<file path="config.mk">
export PLATFORM = sky130hd
export DESIGN_NAME = display_acao_multiplex
export DESIGN_NICKNAME = d
export VERILOG_FILES = /design/src/rtl/display_pkg.sv /design/src/rtl/seg_hex_decoder.sv /design/src/rtl/display_acao_multiplex.sv
export SDC_FILE = /design/constraint.sdc
export NUM_CORES = 1
export LEC_CHECK = 0
export ABC_AREA = 1
export BUFFER_PORTS_ARGS = -buffer_cell sky130_fd_sc_hd__buf_2
export CORE_UTILIZATION = 45
export CTS_BUF_LIST = sky130_fd_sc_hd__clkbuf_8
export DETAILED_ROUTE_END_ITERATION = 7
export GPL_TIMING_DRIVEN = 0
export PLACE_DENSITY = 0.74
export SLEW_MARGIN = 15
export SYNTH_ARGS = -nofsm -noshare
export SYNTH_HDL_FRONTEND = slang
export SYNTH_SLANG_ARGS = --single-unit
</file>
<file path="constraint.sdc">
create_clock -name clk -period 1.8 [get_ports clk]
set_input_delay 0.18 -clock clk [delete_from_list [all_inputs] [get_ports clk]]
set_output_delay 0.18 -clock clk [all_outputs]
set_load 0.03 [all_outputs]
</file>
<file path="src/rtl/display_pkg.sv">
// Shared constants for the action/count 7-segment display: segment bit positions,
// active-high glyph patterns (bit 0 = a ... bit 6 = g) and a width helper.
package display_pkg;

  localparam int SEG_A = 0;
  localparam int SEG_B = 1;
  localparam int SEG_C = 2;
  localparam int SEG_D = 3;
  localparam int SEG_E = 4;
  localparam int SEG_F = 5;
  localparam int SEG_G = 6;

  localparam logic [6:0] SEG_0    = 7'h3F;
  localparam logic [6:0] SEG_1    = 7'h06;
  localparam logic [6:0] SEG_2    = 7'h5B;
  localparam logic [6:0] SEG_3    = 7'h4F;
  localparam logic [6:0] SEG_4    = 7'h66;
  localparam logic [6:0] SEG_5    = 7'h6D;
  localparam logic [6:0] SEG_6    = 7'h7D;
  localparam logic [6:0] SEG_7    = 7'h07;
  localparam logic [6:0] SEG_8    = 7'h7F;
  localparam logic [6:0] SEG_9    = 7'h6F;
  localparam logic [6:0] SEG_A_HEX = 7'h77;
  localparam logic [6:0] SEG_B_HEX = 7'h7C;
  localparam logic [6:0] SEG_C_HEX = 7'h39;
  localparam logic [6:0] SEG_D_HEX = 7'h5E;
  localparam logic [6:0] SEG_E_HEX = 7'h79;
  localparam logic [6:0] SEG_F_HEX = 7'h71;
  localparam logic [6:0] SEG_DASH = 7'h40;
  localparam logic [6:0] SEG_OFF  = 7'h00;

  // Counter/index width that never collapses to zero bits.
  function automatic int clog2_min1(input int v);
    return (v <= 2) ? 1 : $clog2(v);
  endfunction

endpackage

</file>
<file path="src/rtl/seg_hex_decoder.sv">
// Combinational nibble-to-glyph decoder; output is active-high, polarity is applied by the caller.
module seg_hex_decoder
  import display_pkg::*;
(
  input  logic [3:0] value,
  input  logic       hex_en,
  output logic [6:0] pattern
);

  always_comb begin
    pattern = SEG_OFF;
    unique case (value)
      4'h0: pattern = SEG_0;
      4'h1: pattern = SEG_1;
      4'h2: pattern = SEG_2;
      4'h3: pattern = SEG_3;
      4'h4: pattern = SEG_4;
      4'h5: pattern = SEG_5;
      4'h6: pattern = SEG_6;
      4'h7: pattern = SEG_7;
      4'h8: pattern = SEG_8;
      4'h9: pattern = SEG_9;
      4'hA: pattern = hex_en ? SEG_A_HEX : SEG_DASH;
      4'hB: pattern = hex_en ? SEG_B_HEX : SEG_DASH;
      4'hC: pattern = hex_en ? SEG_C_HEX : SEG_DASH;
      4'hD: pattern = hex_en ? SEG_D_HEX : SEG_DASH;
      4'hE: pattern = hex_en ? SEG_E_HEX : SEG_DASH;
      4'hF: pattern = hex_en ? SEG_F_HEX : SEG_DASH;
      default: pattern = SEG_OFF;
    endcase
  end

endmodule

</file>
<file path="src/rtl/display_acao_multiplex.sv">
// Time-multiplexed N-digit 7-segment scan engine with shadow-loaded contents,
// per-digit blank/blink and a dark dead cycle at the start of every digit slot.
module display_acao_multiplex
  import display_pkg::*;
#(
  parameter int N_DIG       = 4,
  parameter int REFRESH_DIV = 1000,
  parameter int BLINK_DIV   = 12500000,
  parameter int HEX_EN      = 1,
  parameter int SEG_ACT_LOW = 1,
  parameter int DIG_ACT_LOW = 1
) (
  input  logic                                 clk,
  input  logic                                 reset,
  input  logic                                 load,
  input  logic [4*N_DIG-1:0]                   digits_in,
  input  logic [N_DIG-1:0]                     blank_in,
  input  logic [N_DIG-1:0]                     blink_in,
  output logic [6:0]                           seg,
  output logic [N_DIG-1:0]                     dig_en,
  output logic [clog2_min1(N_DIG)-1:0]         scan_idx
);

  localparam int IDX_W = clog2_min1(N_DIG);
  localparam int PRE_W = clog2_min1(REFRESH_DIV);
  localparam int BLK_W = clog2_min1(BLINK_DIV);

  localparam logic [6:0]       SEG_MASK = (SEG_ACT_LOW != 0) ? 7'h7F : 7'h00;
  localparam logic [N_DIG-1:0] DIG_MASK = (DIG_ACT_LOW != 0) ? {N_DIG{1'b1}} : {N_DIG{1'b0}};

  logic [PRE_W-1:0]   prescaler_reg;
  logic [IDX_W-1:0]   idx_reg;
  logic [BLK_W-1:0]   blink_cnt_reg;
  logic               blink_phase_reg;
  logic [4*N_DIG-1:0] digits_reg;
  logic [N_DIG-1:0]   blank_reg;
  logic [N_DIG-1:0]   blink_reg;
  logic [6:0]         seg_reg;
  logic [N_DIG-1:0]   dig_en_reg;
  logic [IDX_W-1:0]   scan_idx_reg;

  logic [3:0]       nibble_arr [N_DIG];
  logic [N_DIG-1:0] dark_vec;
  logic [N_DIG-1:0] onehot_vec;

  generate
    for (genvar gi = 0; gi < N_DIG; gi++) begin : g_digit
      assign nibble_arr[gi] = digits_reg[4*gi +: 4];
      assign dark_vec[gi]   = blank_reg[gi] | (blink_reg[gi] & ~blink_phase_reg);
      assign onehot_vec[gi] = (idx_reg == IDX_W'(gi));
    end
  endgenerate

  logic [3:0] cur_nibble;
  logic       cur_dark;

  always_comb begin
    cur_nibble = 4'h0;
    cur_dark   = 1'b0;
    for (int k = 0; k < N_DIG; k++) begin
      if (onehot_vec[k]) begin
        cur_nibble = nibble_arr[k];
        cur_dark   = dark_vec[k];
      end
    end
  end

  logic [6:0] pattern;

  seg_hex_decoder u_decoder (
    .value   (cur_nibble),
    .hex_en  (HEX_EN != 0),
    .pattern (pattern)
  );

  // Dead cycle and dark digits both blank the bus; the slot is still consumed.
  logic             visible;
  logic [6:0]       seg_next;
  logic [N_DIG-1:0] dig_en_next;
  logic             pre_wrap;
  logic             blk_wrap;

  assign visible     = (prescaler_reg != '0) && !cur_dark;
  assign seg_next    = visible ? pattern : SEG_OFF;
  assign dig_en_next = visible ? onehot_vec : '0;
  assign pre_wrap    = (prescaler_reg == PRE_W'(REFRESH_DIV - 1));
  assign blk_wrap    = (blink_cnt_reg == BLK_W'(BLINK_DIV - 1));

  always_ff @(posedge clk) begin
    if (reset) begin
      prescaler_reg   <= '0;
      idx_reg         <= '0;
      blink_cnt_reg   <= '0;
      blink_phase_reg <= 1'b1;
      digits_reg      <= '0;
      blank_reg       <= '0;
      blink_reg       <= '0;
      seg_reg         <= SEG_OFF ^ SEG_MASK;
      dig_en_reg      <= DIG_MASK;
      scan_idx_reg    <= '0;
    end else begin
      prescaler_reg <= pre_wrap ? '0 : prescaler_reg + PRE_W'(1);
      if (pre_wrap) begin
        idx_reg <= (idx_reg == IDX_W'(N_DIG - 1)) ? '0 : idx_reg + IDX_W'(1);
      end
      blink_cnt_reg <= blk_wrap ? '0 : blink_cnt_reg + BLK_W'(1);
      if (blk_wrap) begin
        blink_phase_reg <= ~blink_phase_reg;
      end
      if (load) begin
        digits_reg <= digits_in;
        blank_reg  <= blank_in;
        blink_reg  <= blink_in;
      end
      seg_reg      <= seg_next ^ SEG_MASK;
      dig_en_reg   <= dig_en_next ^ DIG_MASK;
      scan_idx_reg <= idx_reg;
    end
  end

  assign seg      = seg_reg;
  assign dig_en   = dig_en_reg;
  assign scan_idx = scan_idx_reg;

endmodule

</file>
# == Word-level counts from Yosys, hierarchy flattened ==
# Cells that the tools add are included.
# word_totals
ff_bits,74
inputBits,27
# op_classes
n_addsub,3
eq_ne,20
muxes,12
bitwise_logic,11
n_reduce_logical,7
# op_table
op,n
one-hot mux 7 bit (16 select lines),1
equality test 4 bit (second input constant),8
adder 24 x 1 -> 24 bit (second input constant),1
equality test 24 bit (second input constant),1
2-to-1 mux 4 bit,5
equality test 4 x 3 -> 1 bit (second input constant),4
adder 10 x 1 -> 10 bit (second input constant),1
equality test 10 bit (second input constant),1
nonzero test 10 bit,1
equality test 4 x 2 -> 1 bit (second input constant),2
2-to-1 mux 7 bit,1
inverter 7 bit,1
AND 1 bit,4
equality test 2 bit (second input constant),2
equality test 4 x 1 -> 1 bit (second input constant),1
zero test 4 bit,1
2-to-1 mux 1 bit,4
inverter 4 bit,1
bitwise OR 1 bit,4
OR reduction 2 bit,2
adder 2 x 1 -> 2 bit (second input constant),1
equality test 2 x 1 -> 1 bit (second input constant),1
zero test 2 bit,1
2-to-1 mux 2 bit,1
3 further kinds,3

# == Longest topological paths before layout ==
# logic_depth
depth_word,11
depth_mapped,13

# == Cells and area by module ==
# A second synthesis with hierarchy kept.
# hier_totals
hier_cells,512
hier_area_um2,3517.1
# by_module_without_submodules
module,n_inst,cells_per_inst,area_per_inst_um2,seq_area_each_um2
display_acao_multiplex,1,456,3261.9,1481.4
seg_hex_decoder,1,56,255.2,0.0

# == Worst setup path before layout ==
# OpenSTA, ideal clock, no wires.
# synth_timing
path_type,reg-to-reg
startpoint,register idx_reg[0]
endpoint,"register seg_reg[5], in the netlist seg[5]"
arrival_ns,1.525
t_required_ns,1.684
slack_ns,0.159
stages_incl_launch_ff,12
cell_sequence,dfxtp_1 inv_1 ha_1 buf_2 a21oi_1 nand2_1 a21oi_4 nand2_1 nor2_2 nor2_1 nand2_1 nand2_1
# synth_via
elab_chain_cells,9
word_cells_on_any_way,33
cone_classes,18 x eq/ne; 10 x mux; 1 x bitwise; 4 x reduce/logical
# synth_lines
item,line,source
start: declaration,display_acao_multiplex.sv:32,logic [IDX_W-1:0] idx_reg;
start signal: assignment,display_acao_multiplex.sv:104,idx_reg <= (idx_reg == IDX_W'(N_DIG - 1)) ? '0 : idx_reg + IDX_W'(1);
zero test 2 bit,display_acao_multiplex.sv:50,assign onehot_vec[gi] = (idx_reg == IDX_W'(gi));
2-to-1 mux 4 bit or 2-to-1 mux 1 bit (tied branches) (4 in series),display_acao_multiplex.sv:61,if (onehot_vec[k]) begin
equality test 4 bit (tied with other cells),seg_hex_decoder.sv:12,unique case (value)
one-hot mux 7 bit (16 select lines) or logical AND 1 bit (tied branches),"seg_hex_decoder.sv:12, display_acao_multiplex.sv:83",
2-to-1 mux 7 bit (*),display_acao_multiplex.sv:84,assign seg_next = visible ? pattern : SEG_OFF;
inverter 7 bit (no line) (*),-,
end signal: assignment,display_acao_multiplex.sv:98,seg_reg <= SEG_OFF ^ SEG_MASK;
end signal: assignment,display_acao_multiplex.sv:115,seg_reg <= seg_next ^ SEG_MASK;
end: declaration,display_acao_multiplex.sv:38,logic [6:0] seg_reg;
# Every way passes the cells marked *; elsewhere a longest branch is shown, timed or not.
# A chain may end at the register's enable or synchronous reset.

# == Worst setup path in the final report ==
# layout_timing
startpoint,register idx_reg[1]
endpoint,"register dig_en_reg[0], in the netlist dig_en[0]"
# layout_via
elab_chain_cells,9
word_cells_on_any_way,12
cone_classes,3 x eq/ne; 5 x mux; 1 x bitwise; 3 x reduce/logical
# layout_lines
item,line,source
zero test 2 bit,display_acao_multiplex.sv:50,
2-to-1 mux 1 bit (4 in series),display_acao_multiplex.sv:61,
zero test 1 bit,display_acao_multiplex.sv:83,assign visible = (prescaler_reg != '0) && !cur_dark;
logical AND 1 bit,display_acao_multiplex.sv:83,
2-to-1 mux 4 bit (*),display_acao_multiplex.sv:85,assign dig_en_next = visible ? onehot_vec : '0;
inverter 4 bit (no line) (*),-,
end signal: assignment,display_acao_multiplex.sv:116,dig_en_reg <= dig_en_next ^ DIG_MASK;
end: declaration,display_acao_multiplex.sv:39,logic [N_DIG-1:0] dig_en_reg;
# Marks and branches as above.

==> metrics.txt <==
status=complete, no violations; PD cells=between 800 and 900 nW/um^2; YS warnings=0; final max-slew violation count=0; Post-Place Worst Slack=-0.141 ns; final net count=between 500 and 600; final std cells w/o fill=661; area grow syn2layout=18.3%; #FFs+latches synth=74; Post-Route WL=8.01 mm; Port Buffers=38; Worst-path clk slew=0.09 ns; Mapped Area=roughly 3500 sq um; Hold Path Class=in -> reg; area leader, netlist=dfxtp_1; worst-path fanout max=9; Post-Synthesis Cells=506; number of fill cells=696; crit path time final=1.67 ns; top cell type's share of synthesized area=42.4%; number of CTS-inserted buffers=9; hold_ws=~0.038 ns; drt wl/cell=approximately 12 um; Die Wd=between 90 and 100 um; worst setup path class=reg -> reg; Leakage=~1.6 nW; worst path bufs/invs=3; TritonRoute pass-1 iters=4; Die Span Y=90.1 um; fin util=56.1%; Clock Tree Buf Depth=2; Initial Util=between 40 and 50%; Rows=31; initial drt markers=173; Crit path largest cell delay=0.35 ns; synth unique cells=34; H-tree levels=3; post-synthesis average cell area=6.90 sq um; Final Setup Violations=0; Crit-path slowest cell=dfxtp_2; Req. time, crit path=between 2 and 2.5 ns; Slew @ Worst Pin=about 0.54 ns; Clock Skews=0.0102 ns; Via density=4.98; Area contributors post-synth=dfxtp_1 42%, nand2_1 11%, nor2_1 10%, inv_1 5.8%, a21oi_1 5.7%; Max VDD drop=0.000429 V; slew margin rel.=between 60% and 70%; critical path arrival=1.92 ns; Final ANT Viol Nets=0; Overall Global Routing Usage=roughly a fifth; number of global-route vias before repair=3019; IO Pins=40; Max Freq=597 MHz; final hold viol count=0; largest net degree at the start of global routing=15; vias=3292; flip-flop count of the largest register after layout=24; post-route worst setup slack=roughly 0.13 ns; CTS sink count=74; GP Congestion=0.872; DRC viols=0; antenna violations before repair=0; Worst path most repeated cell=nand2_1; Root Buffer=clkbuf_8; total congestion overflow=0; Final period util=93.0%; crit-path cells=inv_2 > ha_4 > inv_2 > nand2_1 > o21ai_0 > o21ai_0 > nand2_1 > clkinvlp_4 > nand2_1; syn nets=540; Power Total=3.38 mW; MaxCap Viol Count=0; die footprint=8120 sq um; diode count=0; cell total after placement=643; startpoint types=flop; layout cells sized above 1=18.0%; unrepaired setup endpoints after global routing=yes; Seq/Total Area, Yosys=a little over two fifths; clk_lat worst skew=0.36 ns; TritonCTS clock tree=done; CP delay by family, top=buffers and inverters; first-pass GRT wire length=13.6 mm; type of destination of the critical path=flop; core area=7370 sq um; post-detail-place hpwl=5.98 mm
==> metrics by stage <==
| step | cell area, sq um | TNS [ns] |
|---|---|---|
| 2_1_floorplan | 3490 | 0 |
| 3_3_place_gp | 3810 | -2.34 |
| 3_5_place_dp | 3810 | -2.99 |
| 4_1_cts | 4040 | 0 |
| 5_1_grt | 4130 | 0 |
| 6_report | 4130 | 0 |
==> worst reg2reg max path, stage by stage, from the launching register on <==
cell and delay, ns:
dfxtp_2 0.35, inv_2 0.11, ha_4 0.20, inv_2 0.07, nand2_1 0.05, o21ai_0 0.08
o21ai_0 0.26, nand2_1 0.18, clkinvlp_4 0.18, nand2_1 0.08
==> power by group <==
part,switching [mW],internal (mW)
sequential,0.0339,1.70
combinational,0.204,0.117
clock,0.680,0.651
==> cells by family (layout without fill, tap and decap cells) <==
logic type | count (synthesis) | count (layout) | synth area share, %
flip-flops | 74 | 74 | 42.4
XOR/XNOR | 5 | 5 | 1.25
adder cells (fa/ha/maj) | 7 | 7 | 2.51
AO/OA/AOI/OAI | 82 | 82 | 12.6
AND/OR/NAND/NOR | 267 | 267 | 33.0
buffers and inverters | 71 | 127 | 8.24
==> cells in the final DEF, fill, tap and decap left out, types with 2 or more instances in the layout <==
cell        count
nor3_2          2
nor3b_1         2
clkbuf_1        6
nor3_1         13
buf_4           4
dfxtp_1        71
nand4_1        11
o21ai_0        34
ha_4            4
buf_6           2
dfxtp_4         2
nor2_2          3
a21oi_2         6
xor2_1          4
nand2_2         8
clkinvlp_4      4
nor2_1         91
clkbuf_8        9
inv_2           6
buf_2          39
nand3_1        24
inv_1          52
o31ai_1         2
ha_1            3
a21oi_1        37
nand2_1       102
nand3b_1        4
==> layer usage <==
metal	track usage [%]	part of all wire [%]	vias to the layer above
li1	-	-	1734
met1	28.8	50	1505
met2	32.1	46	44
met3	3.30	2.8	9
met4	8.20	1.3	0
met5	0	0	-
==> final timing paths <==
| kind | startpoint | slack (ns) | end | cells after the start |
|---|---|---|---|---|
| worst max-delay path | idx_reg[1] | 0.13 | dig_en[0] | 9 |
| worst min-delay path | digits_in[9] | 0.04 | digits_reg[9] | 3 |
| worst max register to register | idx_reg[1] | 0.13 | dig_en[0] | 9 |
| worst min register to register | digits_reg[5] | 0.46 | digits_reg[5] | 2 |
==> layout make-up <==
type | instances | area (sq um) | area share, %
clock inverter | 7 | 77.6 | 1.88
clock buffer | 9 | 124 | 3.00
sequential | 74 | 1490 | 36.1
inverter | 59 | 225 | 5.45
timing repair buffer | 41 | 213 | 5.15
multi-input combinational | 361 | 1820 | 44.0
buffer | 11 | 61.3 | 1.48
tap | 99 | 124 | 3.00
==> synthesized netlist by cell type <==
| master | number |
|---|---|
| clkbuf_1 | 6 |
| a21oi_2 | 3 |
| buf_1 | 1 |
| buf_4 | 1 |
| buf_2 | 2 |
| nand3b_1 | 4 |
| nor4_1 | 1 |
| nor2_2 | 2 |
| a21oi_4 | 1 |
| clkinv_1 | 1 |
| buf_6 | 2 |
| nand2_1 | 107 |
| o21ai_1 | 1 |
| xor2_1 | 4 |
| nor3_4 | 1 |
| o21ai_0 | 34 |
| a21boi_1 | 1 |
| or2_2 | 1 |
| o31ai_1 | 2 |
| nor2_1 | 93 |
| ha_1 | 7 |
| a21oi_1 | 40 |
| nand3_2 | 1 |
| nand4_1 | 11 |
| xnor2_1 | 1 |
| nand3_1 | 24 |
| nand2_2 | 4 |
| nor3_2 | 2 |
| inv_2 | 4 |
| or2_0 | 1 |
| nor3_1 | 13 |
| nor3b_1 | 2 |
| dfxtp_1 | 74 |
| inv_1 | 54 |
==> repair_timing <==
item,4_1_cts,5_1_grt
setup endpoints to repair,26,42
gates resized for setup,10,19
setup buffers,1,2
pin swaps,2,1
hold buffers,0,0
Note: power is estimated with default switching activity, not from simulation.
